$ cat config.mk
export PLATFORM = sky130hd
export DESIGN_NAME = sram_controller
export DESIGN_NICKNAME = d
export VERILOG_FILES = /design/src/rtl/sram_ctrl_pkg.sv /design/src/rtl/sram_phase_timer.sv /design/src/rtl/sram_controller.sv
export SDC_FILE = /design/constraint.sdc
export NUM_CORES = 1
export LEC_CHECK = 0
export BUFFER_PORTS_ARGS = -buffer_cell sky130_fd_sc_hd__buf_2
export CAP_MARGIN = 30
export CORE_MARGIN = 2
export CORE_UTILIZATION = 41
export DETAILED_ROUTE_END_ITERATION = 8
export HOLD_SLACK_MARGIN = 0.1
export MAX_ROUTING_LAYER = met4
export PLACE_DENSITY = 0.76
export SLEW_MARGIN = 20
export SYNTH_ARGS = -nofsm -noshare
export SYNTH_HDL_FRONTEND = slang
export SYNTH_SLANG_ARGS = --single-unit
$ cat constraint.sdc
create_clock -name clk -period 1.55 [get_ports clk]
set_clock_uncertainty 0.15 [all_clocks]
set_input_delay 0.0775 -clock clk [delete_from_list [all_inputs] [get_ports clk]]
set_output_delay 0.0775 -clock clk [all_outputs]
set_load 0.05 [all_outputs]
$ cat src/rtl/sram_ctrl_pkg.sv
// rtl/sram_ctrl_pkg.sv - shared state codes and constants for the SRAM controller
package sram_ctrl_pkg;

  typedef logic [2:0] state_t;

  localparam state_t S_IDLE  = 3'd0;
  localparam state_t S_WR_LO = 3'd1;
  localparam state_t S_WR_HI = 3'd2;
  localparam state_t S_RD_LO = 3'd3;
  localparam state_t S_RD_HI = 3'd4;
  localparam state_t S_DONE  = 3'd5;

  localparam int unsigned DEFAULT_ADDR_BASE = 1024;

  localparam logic HALF_LO = 1'b0;
  localparam logic HALF_HI = 1'b1;

endpackage

$ cat src/rtl/sram_phase_timer.sv
// rtl/sram_phase_timer.sv - loadable down-counter that flags the last cycle of a phase
module sram_phase_timer #(
  parameter int unsigned WAIT_CYCLES = 2
) (
  input  logic clk,
  input  logic rst,
  input  logic i_load,
  output logic o_last
);

  localparam int unsigned CW = $clog2(WAIT_CYCLES + 1);

  logic [CW-1:0] r_cnt;

  // Loaded on the edge that enters a phase, so zero marks its final cycle.
  always_ff @(posedge clk) begin
    if (rst) begin
      r_cnt <= '0;
    end else if (i_load) begin
      r_cnt <= CW'(WAIT_CYCLES - 1);
    end else if (r_cnt != '0) begin
      r_cnt <= r_cnt - CW'(1);
    end
  end

  assign o_last = (r_cnt == '0);

endmodule

$ cat src/rtl/sram_controller.sv
// rtl/sram_controller.sv - MEM-stage 32-bit word access over a 16-bit async SRAM in two timed halves
// Defining SRAM_RANGE_CHECK_EN adds addr_err and rejects misaligned or out-of-range requests.
module sram_controller
  import sram_ctrl_pkg::*;
#(
  parameter int unsigned ADDR_BASE   = DEFAULT_ADDR_BASE,
  parameter int unsigned SRAM_AW     = 18,
  parameter int unsigned SRAM_DW     = 16,
  parameter int unsigned WAIT_CYCLES = 2
) (
  input  logic               clk,
  input  logic               rst,
  input  logic               MEM_W_EN,
  input  logic               MEM_R_EN,
  input  logic [31:0]        address,
  input  logic [31:0]        wdata,
  output logic [31:0]        rdata,
  output logic               ready,
  output logic [SRAM_AW-1:0] sram_addr,
  output logic [SRAM_DW-1:0] sram_dq_out,
  input  logic [SRAM_DW-1:0] sram_dq_in,
  output logic               sram_dq_oe,
  output logic               sram_we_n,
  output logic               sram_oe_n
`ifdef SRAM_RANGE_CHECK_EN
  ,
  output logic               addr_err
`endif
);

  state_t             r_state;
  logic [31:0]        r_rdata;
  logic [SRAM_AW-1:0] r_sram_addr;
  logic [SRAM_DW-1:0] r_dq_out;
  logic               r_dq_oe;
  logic               r_we_n;
  logic               r_oe_n;

  logic [31:0]        w_offset;
  logic [SRAM_AW-2:0] w_word;
  logic               w_req;
  logic               w_err;
  logic               w_last;
  logic               w_phase_load;
  logic               w_unused;

  assign w_offset = address - ADDR_BASE;
  assign w_word   = w_offset[SRAM_AW:2];
  assign w_req    = MEM_W_EN | MEM_R_EN;
  assign w_unused = ^{w_offset[31:SRAM_AW+1], w_offset[1:0]};

`ifdef SRAM_RANGE_CHECK_EN
  logic r_addr_err;

  // Word index out of range is equivalent to any offset bit above the used slice being set.
  assign w_err = (address < ADDR_BASE) || (address[1:0] != 2'b00) ||
                 (w_offset[31:SRAM_AW+1] != '0);

  always_ff @(posedge clk) begin
    if (rst) begin
      r_addr_err <= 1'b0;
    end else begin
      r_addr_err <= (r_state == S_IDLE) && w_req && w_err;
    end
  end

  assign addr_err = r_addr_err;
`else
  assign w_err = 1'b0;
`endif

  assign w_phase_load = ((r_state == S_IDLE) && w_req && !w_err) ||
                        (((r_state == S_WR_LO) || (r_state == S_RD_LO)) && w_last);

  sram_phase_timer #(
    .WAIT_CYCLES(WAIT_CYCLES)
  ) u_timer (
    .clk    (clk),
    .rst    (rst),
    .i_load (w_phase_load),
    .o_last (w_last)
  );

  always_ff @(posedge clk) begin
    if (rst) begin
      r_state     <= S_IDLE;
      r_rdata     <= '0;
      r_sram_addr <= '0;
      r_dq_out    <= '0;
      r_dq_oe     <= 1'b0;
      r_we_n      <= 1'b1;
      r_oe_n      <= 1'b1;
    end else begin
      case (r_state)
        S_IDLE: begin
          if (w_req && w_err) begin
            r_state <= S_DONE;
            if (!MEM_W_EN) r_rdata <= '0;
          end else if (MEM_W_EN) begin
            r_state     <= S_WR_LO;
            r_sram_addr <= {w_word, HALF_LO};
            r_dq_out    <= wdata[SRAM_DW-1:0];
            r_dq_oe     <= 1'b1;
            r_we_n      <= 1'b0;
          end else if (MEM_R_EN) begin
            r_state     <= S_RD_LO;
            r_sram_addr <= {w_word, HALF_LO};
            r_oe_n      <= 1'b0;
          end
        end
        S_WR_LO: begin
          if (w_last) begin
            r_state     <= S_WR_HI;
            r_sram_addr <= {w_word, HALF_HI};
            r_dq_out    <= wdata[2*SRAM_DW-1:SRAM_DW];
          end
        end
        S_WR_HI: begin
          if (w_last) begin
            r_state <= S_DONE;
            r_dq_oe <= 1'b0;
            r_we_n  <= 1'b1;
          end
        end
        S_RD_LO: begin
          if (w_last) begin
            r_state             <= S_RD_HI;
            r_rdata[15:0]       <= sram_dq_in;
            r_sram_addr         <= {w_word, HALF_HI};
          end
        end
        S_RD_HI: begin
          if (w_last) begin
            r_state        <= S_DONE;
            r_rdata[31:16] <= sram_dq_in;
            r_oe_n         <= 1'b1;
          end
        end
        S_DONE:  r_state <= S_IDLE;
        default: r_state <= S_IDLE;
      endcase
    end
  end

  assign ready = ((r_state == S_IDLE) && !MEM_W_EN && !MEM_R_EN) || (r_state == S_DONE);

  assign rdata       = r_rdata;
  assign sram_addr   = r_sram_addr;
  assign sram_dq_out = r_dq_out;
  assign sram_dq_oe  = r_dq_oe;
  assign sram_we_n   = r_we_n;
  assign sram_oe_n   = r_oe_n;

endmodule

==> reports/qor.csv <==
metric,value,unit
"Cell Count, Final, Fillers Out",693,
largest cells by area after synthesis,"sky130_fd_sc_hd__dfxtp_1 49%, sky130_fd_sc_hd__a21oi_1 9.9%, sky130_fd_sc_hd__nand2_1 8.5%",
buffer and inverter count on the worst path,1,
TNS Setup,-0.176,ns
cell-internal power,0.00567,W
Most used DFF post-synth,sky130_fd_sc_hd__dfxtp_1,
Worst Hold Depth,4,
number of enable-type register cells in the synthesized netlist,0,
CP cell instances,nor4_4 > a21oi_2 > nor2_4 > buf_8,
multi-input combinational cell area,0.00169,mm2
number of H-tree levels,3,
clock root buffer master,sky130_fd_sc_hd__clkbuf_8,
register area,0.00149,mm2
routed via count,3581,
kind of end point of the critical path,output port,
"Min Clock Period, post-route",1.58,ns
number of library cell types mapped by synthesis,38,
via/cell ratio,5.17,
kind of cell adding the most delay to the critical path,simple AND/OR/NAND/NOR gates,
routability-driven placement congestion ratio,0.721,
asr flop ratio synth,0,%
Hold Crit Class,in -> reg,
cell with the largest stage delay on the worst path,sky130_fd_sc_hd__dfxtp_4,
number of cells after detailed placement,600,
Final Net Count,675,
TritonCTS clock tree,built,
kind of start point of the critical path,register,
minimum setup slack in the final design,-0.0276,ns
Max Cap Violations,0,
GRT Residual Overflow,0,
Worst R2R Start,u_timer.r_cnt[1],
Total Routed Length,10800,um
total DRC errors in the routed layout,0,
unrepaired setup endpoints after global routing,true,
remaining antenna violation count after routing,0,
clock latency at the later pin of the worst-skew pair,0.33,ns
data required time at the worst endpoint,1.32,ns
Avg WL per Cell,15.6,um
area of the placeable core,0.00721,mm2
register area share after synthesis,48.7,%
number of port buffers,138,
share of cells above drive strength 1,41.4,%
number of global-route vias before repair,3596,
highest achievable clock rate,634,MHz
period utilisation layout,102,%
post-detailed-placement half-perimeter wirelength,5690,um
TritonCTS buffer count,9,
top post-synthesis cells by count,"74 x sky130_fd_sc_hd__dfxtp_1, 69 x sky130_fd_sc_hd__nand2_1, 60 x sky130_fd_sc_hd__a21oi_1, 31 x sky130_fd_sc_hd__nor2_1, 23 x sky130_fd_sc_hd__a211oi_1",
number of diodes,0,
Max Transition Viols Final,0,
detailed router's first-iteration violation count,188,
failing checks,negative setup slack,
clock network fraction of total power,14.0,%
Chip Height,90.1,um
Top Ports,154,
reg2reg end,sram_dq_out[0],
synthesized area per cell,8.49,um2
Pwr Density,2050,mW/mm2
worst slack on hold paths,0.0997,ns
detailed-router iteration count before antenna repair,5,
number of synthesized register bits,74,
Gate Count Post-Synth,358,
area share of the largest cell type after synthesis,48.7,%
register clock-pin slew on the reported worst setup and hold paths,0.07,ns
Lkg Pwr,2.33,nW
Yosys top cell by area,sky130_fd_sc_hd__dfxtp_1,
reported net switching power,0.00525,W
Crit Path Category,reg -> out,
internal reg-to-reg setup slack,-0.02,ns
Seq pwr share,26.2,%
hold path startpoint,MEM_W_EN,
buffer levels on the longest clock path,2,
Starting Density,42.1,%
Fin. Hold Viols,0,
final design utilization,73.9,%
portion of total power attributed to combinational logic,59.8,%
number of warnings reported in the yosys synthesis log,0,
total routing resource utilization after global routing,26.3,%
antenna violations before repair,0,
post-synthesis net count,444,
transition at the pin with the smallest max-transition slack,0.566,ns
CTS sink cnt,74,
relative area change from synthesis to final layout,75.4,%
# fillers,523,
pin count of the biggest net entering global routing,33,
run status,finished with violations,
cell area after synthesis,0.00304,mm2
width of the die,90.1,um
worst-path fanout max,5,
number of cells on the worst reg-to-reg path,7,
Cell Rows,31,
setup-violating endpoint count in the final report,13,
Max stage delay on crit path,0.38,ns
die outline area,0.00812,mm2
crit path DAT,1.35,ns
dominant cell by count in the synthesized netlist,sky130_fd_sc_hd__dfxtp_1,
proportion of total power due to net switching,48.1,%
worst supply voltage drop on vdd,1.48,mV
first-pass GRT wire length,17000,um
Worst Hold Endpoint,sram_addr[0],
normalized max-slew margin,62.3,%
-- metal layers --
layer / vias to the layer above / share of wire, % / global-route usage, %
li1: 1704 / - / -
met1: 1705 / 41 / 30.7
met2: 158 / 53 / 45.9
met3: 14 / 5.7 / 5.03
met4: 0 / 0.93 / 8.08
met5: - / 0 / -
-- layout by cell type (no fill, tap or decap), types with 3 or more instances in the layout --
| cell | n |
|---|---|
| sky130_fd_sc_hd__buf_2 | 137 |
| sky130_fd_sc_hd__dfxtp_1 | 70 |
| sky130_fd_sc_hd__dlygate4sd3_1 | 68 |
| sky130_fd_sc_hd__nand2_1 | 61 |
| sky130_fd_sc_hd__a21oi_1 | 49 |
| sky130_fd_sc_hd__nor2_1 | 29 |
| sky130_fd_sc_hd__buf_4 | 19 |
| sky130_fd_sc_hd__a211oi_1 | 14 |
| sky130_fd_sc_hd__mux2i_1 | 14 |
| sky130_fd_sc_hd__a21oi_2 | 11 |
| sky130_fd_sc_hd__nand3_1 | 11 |
| sky130_fd_sc_hd__clkbuf_8 | 11 |
| sky130_fd_sc_hd__a211oi_2 | 10 |
| sky130_fd_sc_hd__buf_12 | 9 |
| sky130_fd_sc_hd__nand2_4 | 7 |
| sky130_fd_sc_hd__buf_6 | 7 |
| sky130_fd_sc_hd__xnor2_1 | 5 |
| sky130_fd_sc_hd__o21ai_1 | 4 |
| sky130_fd_sc_hd__inv_2 | 3 |
| sky130_fd_sc_hd__nor2_2 | 3 |
| sky130_fd_sc_hd__nor3_1 | 3 |
| sky130_fd_sc_hd__o21ai_0 | 3 |
| sky130_fd_sc_hd__clkinv_2 | 3 |
-- worst min-delay path, cell delays in order --
cell and delay, ns:
sky130_fd_sc_hd__buf_2 0.12, sky130_fd_sc_hd__o21bai_4 0.12, sky130_fd_sc_hd__nor3_1 0.15, sky130_fd_sc_hd__nor3_1 0.06
-- layout make-up --
cell class,count,share of cell area (%)
multi-input combinational,257,31.6
clock inverter,5,0.985
sequential,74,28.0
tap,99,2.32
timing repair buffer,242,33.9
inverter,5,0.352
clock buffer,11,2.84
-- registers in the layout, indices dropped and copies added (netlist names) --
register	flops
r_state	3
sram_addr	18
sram_we_n	1
u_timer.r_cnt	2
rdata	32
sram_dq_oe	1
sram_oe_n	1
sram_dq_out	16
-- what timing repair did --
action                                  in CTS  in global routing
hold endpoints to repair                    66                  0
cloned                                       3                  0
pin swaps                                    4                 18
buffers inserted                             7                  1
hold buffers                                68                  0
endpoints found under the setup margin      31                 47
gates resized for setup                     20                 47
-- cells by family after synthesis --
logic type / after synthesis / share of synthesized area [%]
adder cells (fa/ha/maj): 2 / 0.823
AND/OR/NAND/NOR: 127 / 18.6
multiplexers: 16 / 5.27
XOR/XNOR: 7 / 2.02
AO/OA/AOI/OAI: 104 / 20.7
buffers and inverters: 28 / 3.91
flip-flops: 74 / 48.7
-- power groups by stage --
| stage | Clock (W) | Combinational, W | Sequential, W |
|---|---|---|---|
| after floorplan | 0 | 0.00220 | 0.00465 |
| after global placement | 0 | 0.00551 | 0.00284 |
| after detailed placement | 0 | 0.00561 | 0.00287 |
| after CTS | 0.00155 | 0.00629 | 0.00283 |
| after global routing | 0.00166 | 0.00690 | 0.00293 |
| final | 0.00152 | 0.00653 | 0.00286 |
-- how the worst max path moves through the flow --
stage / start / cells after the start / to
floorplan: u_timer.r_cnt[1] / 6 / sram_dq_out[10]
global placement: r_state[0] / 5 / sram_dq_out[0]
detailed placement: r_state[0] / 5 / sram_dq_out[0]
CTS: u_timer.r_cnt[1] / 7 / sram_dq_out[12]
global route: r_state[2] / 4 / ready
finish: r_state[2] / 4 / ready
-- stage by stage --
stage	cell area, um2	power (W)	setup WS (ns)
after global routing	5330	0.0115	-0.0925
after floorplan	3100	0.00684	0.0176
after detailed placement	4130	0.00847	-0.165
after CTS	5200	0.0107	-0.0170
final	5330	0.0109	-0.0276
after global placement	4130	0.00835	-0.0193
Note: power is estimated with default switching activity, not from simulation.
